==> src/rtl/avg_slicer_pkg.sv <==
// Shared types and widths for the IQ averager bit slicer.
package avg_slicer_pkg;
  typedef enum logic [0:0] {HUNT = 1'b0, DATA = 1'b1} state_t;

  localparam logic [15:0] SYNC_WORD_DEF = 16'h2DD4;
  localparam int AVG_W  = 32;
  localparam int SYNC_W = 16;
  localparam int ERAS_W = 16;
endpackage

==> src/rtl/byte_fifo2.sv <==
// Two-entry 8-bit valid/ready buffer between the slicer and the processor side.
// Latency: a pushed byte is visible at dout one cycle after the push.
// Backpressure: a push while full without a same-cycle pop is dropped and flagged.
module byte_fifo2 (
  input  logic       clk,
  input  logic       rst,
  input  logic       push,
  input  logic [7:0] push_dat,
  input  logic       pop,
  output logic [7:0] dout,
  output logic       valid,
  output logic       full,
  output logic       drop
);
  logic [7:0] mem [2];
  logic       wr_ptr;
  logic       rd_ptr;
  logic [1:0] count;
  logic       do_pop;
  logic       do_push;

  assign valid   = (count != 2'd0);
  assign full    = (count == 2'd2);
  assign do_pop  = pop && valid;
  // A pop frees the slot the write pointer already points at, so full+pop still accepts.
  assign do_push = push && (!full || do_pop);
  assign drop    = push && full && !do_pop;
  assign dout    = mem[rd_ptr];

  always_ff @(posedge clk or negedge rst) begin
    if (!rst) begin
      mem[0] <= 8'd0;
      mem[1] <= 8'd0;
      wr_ptr <= 1'b0;
      rd_ptr <= 1'b0;
      count  <= 2'd0;
    end else begin
      if (do_push) begin
        mem[wr_ptr] <= push_dat;
        wr_ptr      <= ~wr_ptr;
      end
      if (do_pop) begin
        rd_ptr <= ~rd_ptr;
      end
      count <= count + {1'b0, do_push} - {1'b0, do_pop};
    end
  end
endmodule

==> src/rtl/avg_bit_slicer.sv <==
// Slices averaged amplitudes to bits with hysteresis, hunts sync in either polarity, packs bytes.
// Latency: sync_found one cycle after the last sync bit; byte_valid one cycle after a byte's 8th bit.
// Backpressure: none upstream; 2-entry output buffer drops bytes when full and sets overflow.
module avg_bit_slicer
  import avg_slicer_pkg::*;
#(
  parameter logic [15:0] SYNC_WORD   = SYNC_WORD_DEF,
  parameter int          FRAME_BYTES = 8,
  parameter int          HYST        = 256
) (
  input  logic              clk,
  input  logic              rst,
  input  logic [AVG_W-1:0]  average,
  input  logic              avg_valid,
  input  logic              hunt,
  output logic [7:0]        byte_out,
  output logic              byte_valid,
  input  logic              byte_ready,
  output logic              sync_found,
  output logic              inverted,
  output logic              frame_active,
  output logic              frame_done,
  output logic              overflow,
  output logic [ERAS_W-1:0] erasures
);
  localparam logic signed [AVG_W-1:0] THR_HI    = HYST;
  localparam logic signed [AVG_W-1:0] THR_LO    = -HYST;
  localparam logic [7:0]              LAST_BYTE = 8'(FRAME_BYTES - 1);

  state_t            state;
  logic [SYNC_W-1:0] shreg;
  logic [SYNC_W-1:0] shreg_nxt;
  logic              prev_raw;
  logic              raw;
  logic              dead;
  logic              dbit;
  logic [2:0]        bit_cnt;
  logic [7:0]        byte_cnt;
  logic [7:0]        asm_q;
  logic [7:0]        asm_nxt;
  logic              sync_pos;
  logic              sync_neg;
  logic              last_bit;
  logic              push;
  logic              fifo_full;
  logic              fifo_drop;

  // Inside the dead-band the previous decision is held rather than guessed.
  always_comb begin
    raw  = prev_raw;
    dead = 1'b0;
    if ($signed(average) > THR_HI) begin
      raw = 1'b1;
    end else if ($signed(average) < THR_LO) begin
      raw = 1'b0;
    end else begin
      dead = 1'b1;
    end
  end

  assign dbit         = raw ^ inverted;
  assign shreg_nxt    = {shreg[SYNC_W-2:0], raw};
  assign sync_pos     = (shreg_nxt == SYNC_WORD);
  assign sync_neg     = (shreg_nxt == ~SYNC_WORD);
  assign asm_nxt      = {asm_q[6:0], dbit};
  assign last_bit     = (bit_cnt == 3'd7);
  assign push         = avg_valid && !hunt && (state == DATA) && last_bit;
  assign frame_active = (state == DATA);

  always_ff @(posedge clk or negedge rst) begin
    if (!rst) begin
      state      <= HUNT;
      shreg      <= '0;
      prev_raw   <= 1'b0;
      inverted   <= 1'b0;
      bit_cnt    <= 3'd0;
      byte_cnt   <= 8'd0;
      asm_q      <= 8'd0;
      sync_found <= 1'b0;
      frame_done <= 1'b0;
      overflow   <= 1'b0;
      erasures   <= '0;
    end else begin
      sync_found <= 1'b0;
      frame_done <= 1'b0;
      if (fifo_drop) begin
        overflow <= 1'b1;
      end
      if (hunt) begin
        state    <= HUNT;
        shreg    <= '0;
        bit_cnt  <= 3'd0;
        byte_cnt <= 8'd0;
        overflow <= 1'b0;
        erasures <= '0;
        inverted <= 1'b0;
      end else if (avg_valid) begin
        prev_raw <= raw;
        if (dead && (erasures != '1)) begin
          erasures <= erasures + 1'b1;
        end
        if (state == HUNT) begin
          shreg <= shreg_nxt;
          if (sync_pos || sync_neg) begin
            state      <= DATA;
            inverted   <= sync_neg;
            sync_found <= 1'b1;
            erasures   <= '0;
            bit_cnt    <= 3'd0;
            byte_cnt   <= 8'd0;
          end
        end else begin
          asm_q   <= asm_nxt;
          bit_cnt <= bit_cnt + 3'd1;
          // A dropped byte still counts, so frame boundaries survive overflow.
          if (last_bit) begin
            if (byte_cnt == LAST_BYTE) begin
              frame_done <= 1'b1;
              state      <= HUNT;
              shreg      <= '0;
              byte_cnt   <= 8'd0;
            end else begin
              byte_cnt <= byte_cnt + 8'd1;
            end
          end
        end
      end
    end
  end

  always_comb begin
    assert (!fifo_drop || fifo_full);
  end

  byte_fifo2 u_fifo (
    .clk      (clk),
    .rst      (rst),
    .push     (push),
    .push_dat (asm_nxt),
    .pop      (byte_ready),
    .dout     (byte_out),
    .valid    (byte_valid),
    .full     (fifo_full),
    .drop     (fifo_drop)
  );
endmodule

==> config.mk <==
export PLATFORM = sky130hd
export DESIGN_NAME = avg_bit_slicer
export DESIGN_NICKNAME = d
export VERILOG_FILES = /design/src/rtl/avg_slicer_pkg.sv /design/src/rtl/byte_fifo2.sv /design/src/rtl/avg_bit_slicer.sv
export SDC_FILE = /design/constraint.sdc
export NUM_CORES = 1
export LEC_CHECK = 0
export ABC_AREA = 1
export CAP_MARGIN = 20
export CORE_MARGIN = 5
export CORE_UTILIZATION = 40
export CTS_CLUSTER_SIZE = 10
export DETAILED_ROUTE_END_ITERATION = 7
export GPL_ROUTABILITY_DRIVEN = 0
export GPL_TIMING_DRIVEN = 0
export PLACE_DENSITY = 0.74
export SETUP_SLACK_MARGIN = 0.02
export SYNTH_ARGS = -nofsm -noshare
export SYNTH_HDL_FRONTEND = slang
export SYNTH_SLANG_ARGS = --single-unit
==> constraint.sdc <==
create_clock -name clk -period 4.78 [get_ports clk]
set_input_delay 1.434 -clock clk [delete_from_list [all_inputs] [get_ports clk]]
set_output_delay 1.434 -clock clk [all_outputs]
set_load 0.1 [all_outputs]
# After elaboration in Yosys (flattened, before gate mapping)
# Cells that the tools add are included.
# word_totals
latch_bits,0
mem_count,0
in_bits,37
word_cells,116
reg_bits,75
out_inout_bits,30
rom_bits,0
ramBits,0
# op_classes
n_lt_le_gt_ge,5
eq_ne,9
add_sub_neg,5
div_mod_pow,0
n_bitwise,6
n_mux,50
multipliers,0
n_reduce_logical,25
shifts,0
# op_table
operator,count
$mux 16,5
$mux 8,10
$mux 15,5
$gt 32x10->1 const B,1
$lt 32x9->1 const B,1
$mux 1,24
$add 16x1->16 const B,1
$bwmux 16,1
$eq 16x14->1 const B,1
$eq 16x16->1 const B,1
$ne 16x16->1 const B,1
$mux 3,4
$reduce_and 3->1,4
$logic_and 1x1->1,9
$add 8x1->8 const B,1
$demux 8 s1,1
$eq 8x3->1 const B,1
$reduce_bool 2->1,4
$ne 3x2->1 const B,2
$ge 2x2->1 const B,2
$not 1->2,2
$reduce_and 2->1,2
$add 3x1->3 const B,1
$eq 3x3->1 const B,1
other kinds (10),15

# Longest topological paths before layout
# Gate-level depths: netlist of the first run.
# logic_depth
word_depth,9
mapped_depth,16
mapped_depth_nobuf,15

# Hierarchy
# A second synthesis of the first run with hierarchy kept.
# unflattened
hier_cells,551
hier_area_um2,4222.8
# modules_own_cells
mod,n_inst,area_each_um2,cells_per_inst,seq_area_each_um2
avg_bit_slicer,1,3218.1,427,1376.3
byte_fifo2,1,1004.7,124,500.5

# Worst setup path before layout of the first run
# OpenSTA, ideal clock, no wires.
# synth_path
path_kind,register to output
start,register u_fifo.rd_ptr
end,output byte_out[5]
t_arrival_ps,2833
required_ps,3346
setup_slack_ps,513
path_stages_with_launch,4
path_buffers,2
cell_sequence,dfrtp_1 clkbuf_1 clkbuf_1 o21ai_0
# synth_via
elab_chain_cells,4
# synth_lines
item,line_no,source
"start, declared",byte_fifo2.sv:17,logic rd_ptr;
"start signal, assigned",byte_fifo2.sv:43,rd_ptr <= ~rd_ptr;
$not 1->2 (implied by the code),byte_fifo2.sv:28,assign dout = mem[rd_ptr];
$mux 8 (implied by the code) (3 in a row),byte_fifo2.sv:28,
"end, declared",avg_bit_slicer.sv:16,"output logic [7:0] byte_out,"
# Every way passes these cells. The select of a mux whose other input is x is not followed.

# Worst setup path in the final report of the first run
# layout_path
start,register u_fifo.rd_ptr
end,output byte_out[0]
# Same word-level chain as after synthesis.

==> reports/results.ini, run 1 <==
[status]
status = complete, no violations

[timing]
hold_viol = 0
rsz0062_at_grt = no
slew_headroom_pct = 30.2
period_needed_ns = 4.20
max_freq_ghz = 0.238
drv_slew = 0
worst_pin_slew_ns = 1.04
setup_ws_ns = 0.585
fin_crit_sh_pct = 87.8
setup_viol = 0
finClkSkew_ns = 0.00968

[logic_synthesis]
muxShareOfSynthArea_pct = 2.56
yosys-top-cells-area = dfrtp_1 (46%), nand2_1 (12%), inv_1 (7.2%)
synth_edf_count = 0
syn_inst = 527
synth_warnings = 0
synthAdderAreaFrac_pct = 1.83
synth_ff_type = dfrtp_1
syn_area_um2 = 4110
syn-num-nets = 570
synth_top_area_cell = dfrtp_1
synth-simple-area-share_pct = 30.1
synth_compound_area_share_pct = 7.54
avgSynthCellArea_um2 = 7.80
synth-xor-area-share_pct = 3.41
ys_types = 32
postSynth.asyncResetShare_pct = 100
synth-seq-cells = 75
synth_top_area_share_pct = 45.6
ys_seq_area_share_pct = 45.6
synth_top_family_by_area = simple AND/OR/NAND/NOR gates

[clock_network]
cts_sinks = 75
h-tree-depth = 3
hold_buffers = 0
root_buffer = clkbuf_8
clk_pin_slew_worst_paths_ns = 0.08
cts_buffer_depth = 2
cts_setup_buffers = 0
cts_tree = done
clk_latency_ns = 0.36
cts_resized = 0
numCtsBuffers = 9

[detailed_routing]
wire_per_inst_um = 12.6
viasPerCell = 4.96
dr.pass1.iters = 5
routed_wl_um = 9380
drt_iter0_drc = 221
vias = 3691
final_antenna_net_count = 0
drc = 0

[critical_path]
worst-path-buf-inv = 3
path_cells = clkbuf_1 -> clkbuf_1 -> nand2_1 -> o21ai_0 -> clkdlybuf4s50_1
critPathMaxStageDelay_ns = 1.17
cp_slowest_cell = clkdlybuf4s50_1
arrival_ns = 2.76
path_common_cell = clkbuf_1
worst_setup_path_end_kind = primary output
cp-start-kind = flop
critical_path_class = reg -> out
cp.required_ns = 3.35
cp_max_fo = 10
critical-path-top-delay-family = buffers and inverters

[global_route]
track_usage_pct = 15.6
grt_pass1_vias = 3638
grt_overflow = 0
antenna_found_initial = 1
grt_pass1_wl_um = 16400
grt_start_max_net_pins = 70

[cells_and_area]
fin_nets = 646
synthToLayoutAreaGrowth_pct = 26.2
layout-drive-gt1-share_pct = 8.39
num_antenna_cells = 0
final_common_cell = nand2_1
mostFrequentLayoutCells = nand2_1 (134), inv_1 (79), dfrtp_1 (75)
fin_cells = 744
fill_cells = 964

[floorplanning]
num_io_pins = 67
die_w_um = 111
floorplan.die_area_um2 = 12400
start_util_pct = 40.4
die_y_um = 111
rows = 37
core_um2 = 10200

[place]
io_buffers = 64
dpl_worst_slack_ns = 0.937
place_inst = 728
hpwlAfterDp_um = 6990

[pwr]
power_density_nw_per_um2 = 354
ir_drop_v = 0.000309
p_leak_nw = 2.46

[hold_path]
min_path_type = reg -> reg

[flow_run]
maxCapViolCount = 0

==> Yosys cell counts, types with 2 or more instances <==
master,n
o22ai_1,18
dfrtp_1,75
nand3_1,27
ha_1,6
nand3b_1,2
o21ai_0,28
nand2_2,5
inv_1,79
mux2_4,7
xnor2_1,3
nor2_8,2
xor2_1,13
a21oi_1,5
inv_2,5
clkbuf_1,3
nor2_4,3
nor4_1,5
nand4_1,15
nor3_1,11
buf_2,3
nand2_1,134
nor2_1,68
==> cell type report <==
| class | instances | area [um2] | area share, % |
|---|---|---|---|
| Sequential cell | 75 | 1880 | 36.2 |
| Multi-Input combinational cell | 359 | 1870 | 36.0 |
| Inverter | 85 | 322 | 6.20 |
| Timing Repair Buffer | 65 | 666 | 12.8 |
| Buffer | 8 | 45.0 | 0.868 |
| Tap cell | 136 | 170 | 3.28 |
| Clock inverter | 7 | 116 | 2.24 |
| Clock buffer | 9 | 124 | 2.39 |
==> per-layer routing <==
layer,vias up,global-route usage (%),share of wire (%)
met5,-,0,0.14
met4,2,4.62,2.3
met3,30,3.64,4.6
met2,96,26.9,49
met1,1729,19.6,44
li1,1834,-,-
==> cell families after synthesis <==
kind of cell	count (synthesis)
compound gates	53
xor+xnor	16
fa+ha+maj	6
buf+inv	93
flops	75
mux	7
simple gates	277
==> worst min-delay path, stage by stage, from the launching register on <==
cell	delay [ns]
dfrtp_1	0.37
nand2_1	0.06
nand2_1	0.05
==> final timing paths <==
check | startpoint | endpoint | slack (ns) | cells past startpoint
min in group asynchronous | rst | erasures[5] | 0.88 | 1
hold / removal | bit_cnt[2] | bit_cnt[2] | 0.51 | 2
max in group asynchronous | rst | asm_q[6] | 3.35 | 2
hold reg to reg | bit_cnt[2] | bit_cnt[2] | 0.51 | 2
setup / recovery | u_fifo.rd_ptr | byte_out[0] | 0.58 | 5
setup reg to reg | byte_cnt[0] | shreg[8] | 2.64 | 7
==> flip-flops by register name (all words and copies together), names as in the netlist <==
register,flops
bit_cnt,3
frame_active,1
u_fifo.mem,16
sync_found,1
shreg,15
u_fifo.wr_ptr,1
byte_cnt,8
prev_raw,1
u_fifo.rd_ptr,1
overflow,1
u_fifo.count,2
inverted,1
frame_done,1
erasures,16
asm_q,7
==> stage by stage <==
step                      setup TNS [ns]  hold slack, ns  util (%)  power, mW  instance area [um2]
after CTS                              0           0.504      50.9       1.85                 5190
after global routing                   0           0.522      50.9       1.91                 5190
final                                  0           0.506      50.9       1.84                 5190
after global placement            -21.95           0.460      48.3       1.25                 4920
after floorplan                        0           0.446         -       1.10                 4110
after detailed placement               0           0.481      48.6       1.26                 4950
==> report_power, final <==
part,internal (mW),switching (mW)
Clock,0.346,0.247
Sequential,0.654,0.0136
Combinational,0.138,0.438
Note: power is estimated with default switching activity, not from simulation.
==> inputs of run 2 (changes only) <==
--- a/config.mk
+++ b/config.mk
@@ -9,11 +9,13 @@
 export CAP_MARGIN = 20
 export CORE_MARGIN = 5
 export CORE_UTILIZATION = 40
-export CTS_CLUSTER_SIZE = 10
+export CTS_CLUSTER_DIAMETER = 30
+export CTS_CLUSTER_SIZE = 16
 export DETAILED_ROUTE_END_ITERATION = 7
 export GPL_ROUTABILITY_DRIVEN = 0
 export GPL_TIMING_DRIVEN = 0
 export PLACE_DENSITY = 0.74
+export RECOVER_POWER = 50
 export SETUP_SLACK_MARGIN = 0.02
 export SYNTH_ARGS = -nofsm -noshare
 export SYNTH_HDL_FRONTEND = slang
==> run 2 against run 1 <==
The run now ends with max-capacitance violations, max-slew violations left. Hold slack gained 0.0029 ns. Cell area shrank 1.5%. Highest routed layer unchanged. Die area is the same. Fmax grew 0.37%. Final cell count is the same. Critical path depth is the same. Sequential share of layout area grew 0.54 points. Critical path type unchanged. Routed wire length shrank 0.13%. Global-route usage is the same. Core utilization shrank 0.75 points. Critical endpoint unchanged. Non-clock buffer count is the same.
==> reports/results.ini, run 2 (synthesized netlist as in run 1, its figures left out) <==
[timing]
max_freq_ghz = 0.239
slew_headroom_pct = -13.0
rsz0062_at_grt = no
hold_viol = 0
period_needed_ns = 4.18
fin_crit_sh_pct = 87.4
finClkSkew_ns = 0.00978
setup_viol = 0
finalSetupTns_ns = 0
worst_pin_slew_ns = 1.69
drv_slew = 70

[clock_network]
numCtsBuffers = 9
cts_resized = 0
hold_buffers = 0
clk_pin_slew_worst_paths_ns = 0.08
root_buffer = clkbuf_8
cts_buffer_depth = 2
cts_sinks = 75
cts_setup_buffers = 0
clk_latency_ns = 0.36
h-tree-depth = 3
cts_tree = done

[pwr]
swShare_pct = 37.9
p_int_mw = 1.14
ir_drop_v = 0.000309
p_comb_share_pct = 31.1
clockPowerShare_pct = 32.4
p_leak_nw = 2.40
power_density_nw_per_um2 = 358
power.switching_uw = 693
p_seq_share_pct = 36.4

[floorplanning]
num_io_pins = 67
start_util_pct = 40.4
die_y_um = 111
core_um2 = 10200
die_w_um = 111
floorplan.die_area_um2 = 12400
rows = 37

[detailed_routing]
wire_per_inst_um = 12.6
dr.pass1.iters = 4
vias = 3692
routed_wl_um = 9370
final_antenna_net_count = 0
viasPerCell = 4.96
drt_iter0_drc = 196
drc = 0

[critical_path]
cp.required_ns = 3.35
arrival_ns = 2.75
cp-start-kind = flop
timing.critical_path.from = u_fifo.rd_ptr
cp_max_fo = 10
critical_path_class = reg -> out
r2r_slack_ns = 1.69
r2r-start = frame_active
worst_setup_path_end_kind = primary output

[place]
io_buffers = 64
place_area_um2 = 4950
hpwlAfterDp_um = 6990

[cells_and_area]
mostFrequentLayoutCells = nand2_1 (134), inv_1 (81), dfrtp_1 (75)
reg_top3 = erasures x16, u_fifo.mem x16, shreg x15
synthToLayoutAreaGrowth_pct = 24.3
num_antenna_cells = 0
fin_util_pct = 50.2
final_area_um2 = 5110
final_common_cell = nand2_1
fin_nets = 646
layout-drive-gt1-share_pct = 7.24

[global_route]
antenna_found_initial = 1
grt_start_max_net_pins = 70
track_usage_pct = 15.6
grt_pass1_wl_um = 16400
grt_pass1_vias = 3638
grt_overflow = 0

[hold_path]
min_path_type = reg -> reg
min_from = overflow

[flow_run]
maxCapViolCount = 1

[status]
status = finished, violations left
violations = max-capacitance violations, max-slew violations

==> run 2: changes by cell type in the layout (fill, tap and decap cells not counted), sizes merged <==
| cell | delta |
|---|---|
| buf | -3 |
| clkbuf | +3 |
| clkdlybuf4s50 | -2 |
| clkinvlp | +1 |
| dlygate4sd3 | +2 |
| inv | -1 |
==> run 2: through the flow <==
step                setup WS, ns  hold slack, ns  cells  total power [mW]
finish                     0.600           0.508    744              1.83
global route               0.386           0.522    744              1.90
detailed placement         0.937           0.481    728              1.26
floorplan                  0.513           0.446    527              1.10
CTS                        0.552           0.504    744              1.85
global placement          -0.297           0.460    727              1.25
==> run 2: worst max-delay path, stage by stage (launching register included) <==
cell and delay, ns:
dfrtp_1 0.33, clkbuf_1 0.30, clkbuf_1 0.39, nand2_1 0.10
o21ai_0 0.11, clkdlybuf4s50_1 1.17
==> run 2: final timing paths <==
check | endpoint | cells after the start
max | byte_out[0] | 5
min | overflow | 2
max reg2reg | u_fifo.mem[7] | 9
min reg2reg | overflow | 2
max in group asynchronous | shreg[4] | 2
min in group asynchronous | erasures[5] | 1
==> run 2: layout make-up <==
cell class | count | area [um2]
Sequential cell | 75 | 1880
Multi-Input combinational cell | 359 | 1820
Tap cell | 136 | 170
Clock inverter | 7 | 116
Buffer | 8 | 43.8
Inverter | 85 | 320
Timing Repair Buffer | 65 | 639
Fill cell | 976 | 5070
Clock buffer | 9 | 124
==> run 2: per-layer routing <==
layer	vias to the layer above	global-route usage, %	wire, um
li1	1832	-	-
met1	1731	19.6	4080
met2	99	26.9	4590
met3	28	3.64	471
met4	2	4.62	214
met5	-	0	13
==> run 2: power by group through the flow <==
stage               sequential [mW]  combinational [mW]  clock (mW)
floorplan                     0.688               0.411           0
global placement              0.679               0.570           0
detailed placement            0.680               0.582           0
CTS                           0.668               0.582       0.598
global route                  0.668               0.603       0.628
finish                        0.666               0.569       0.593
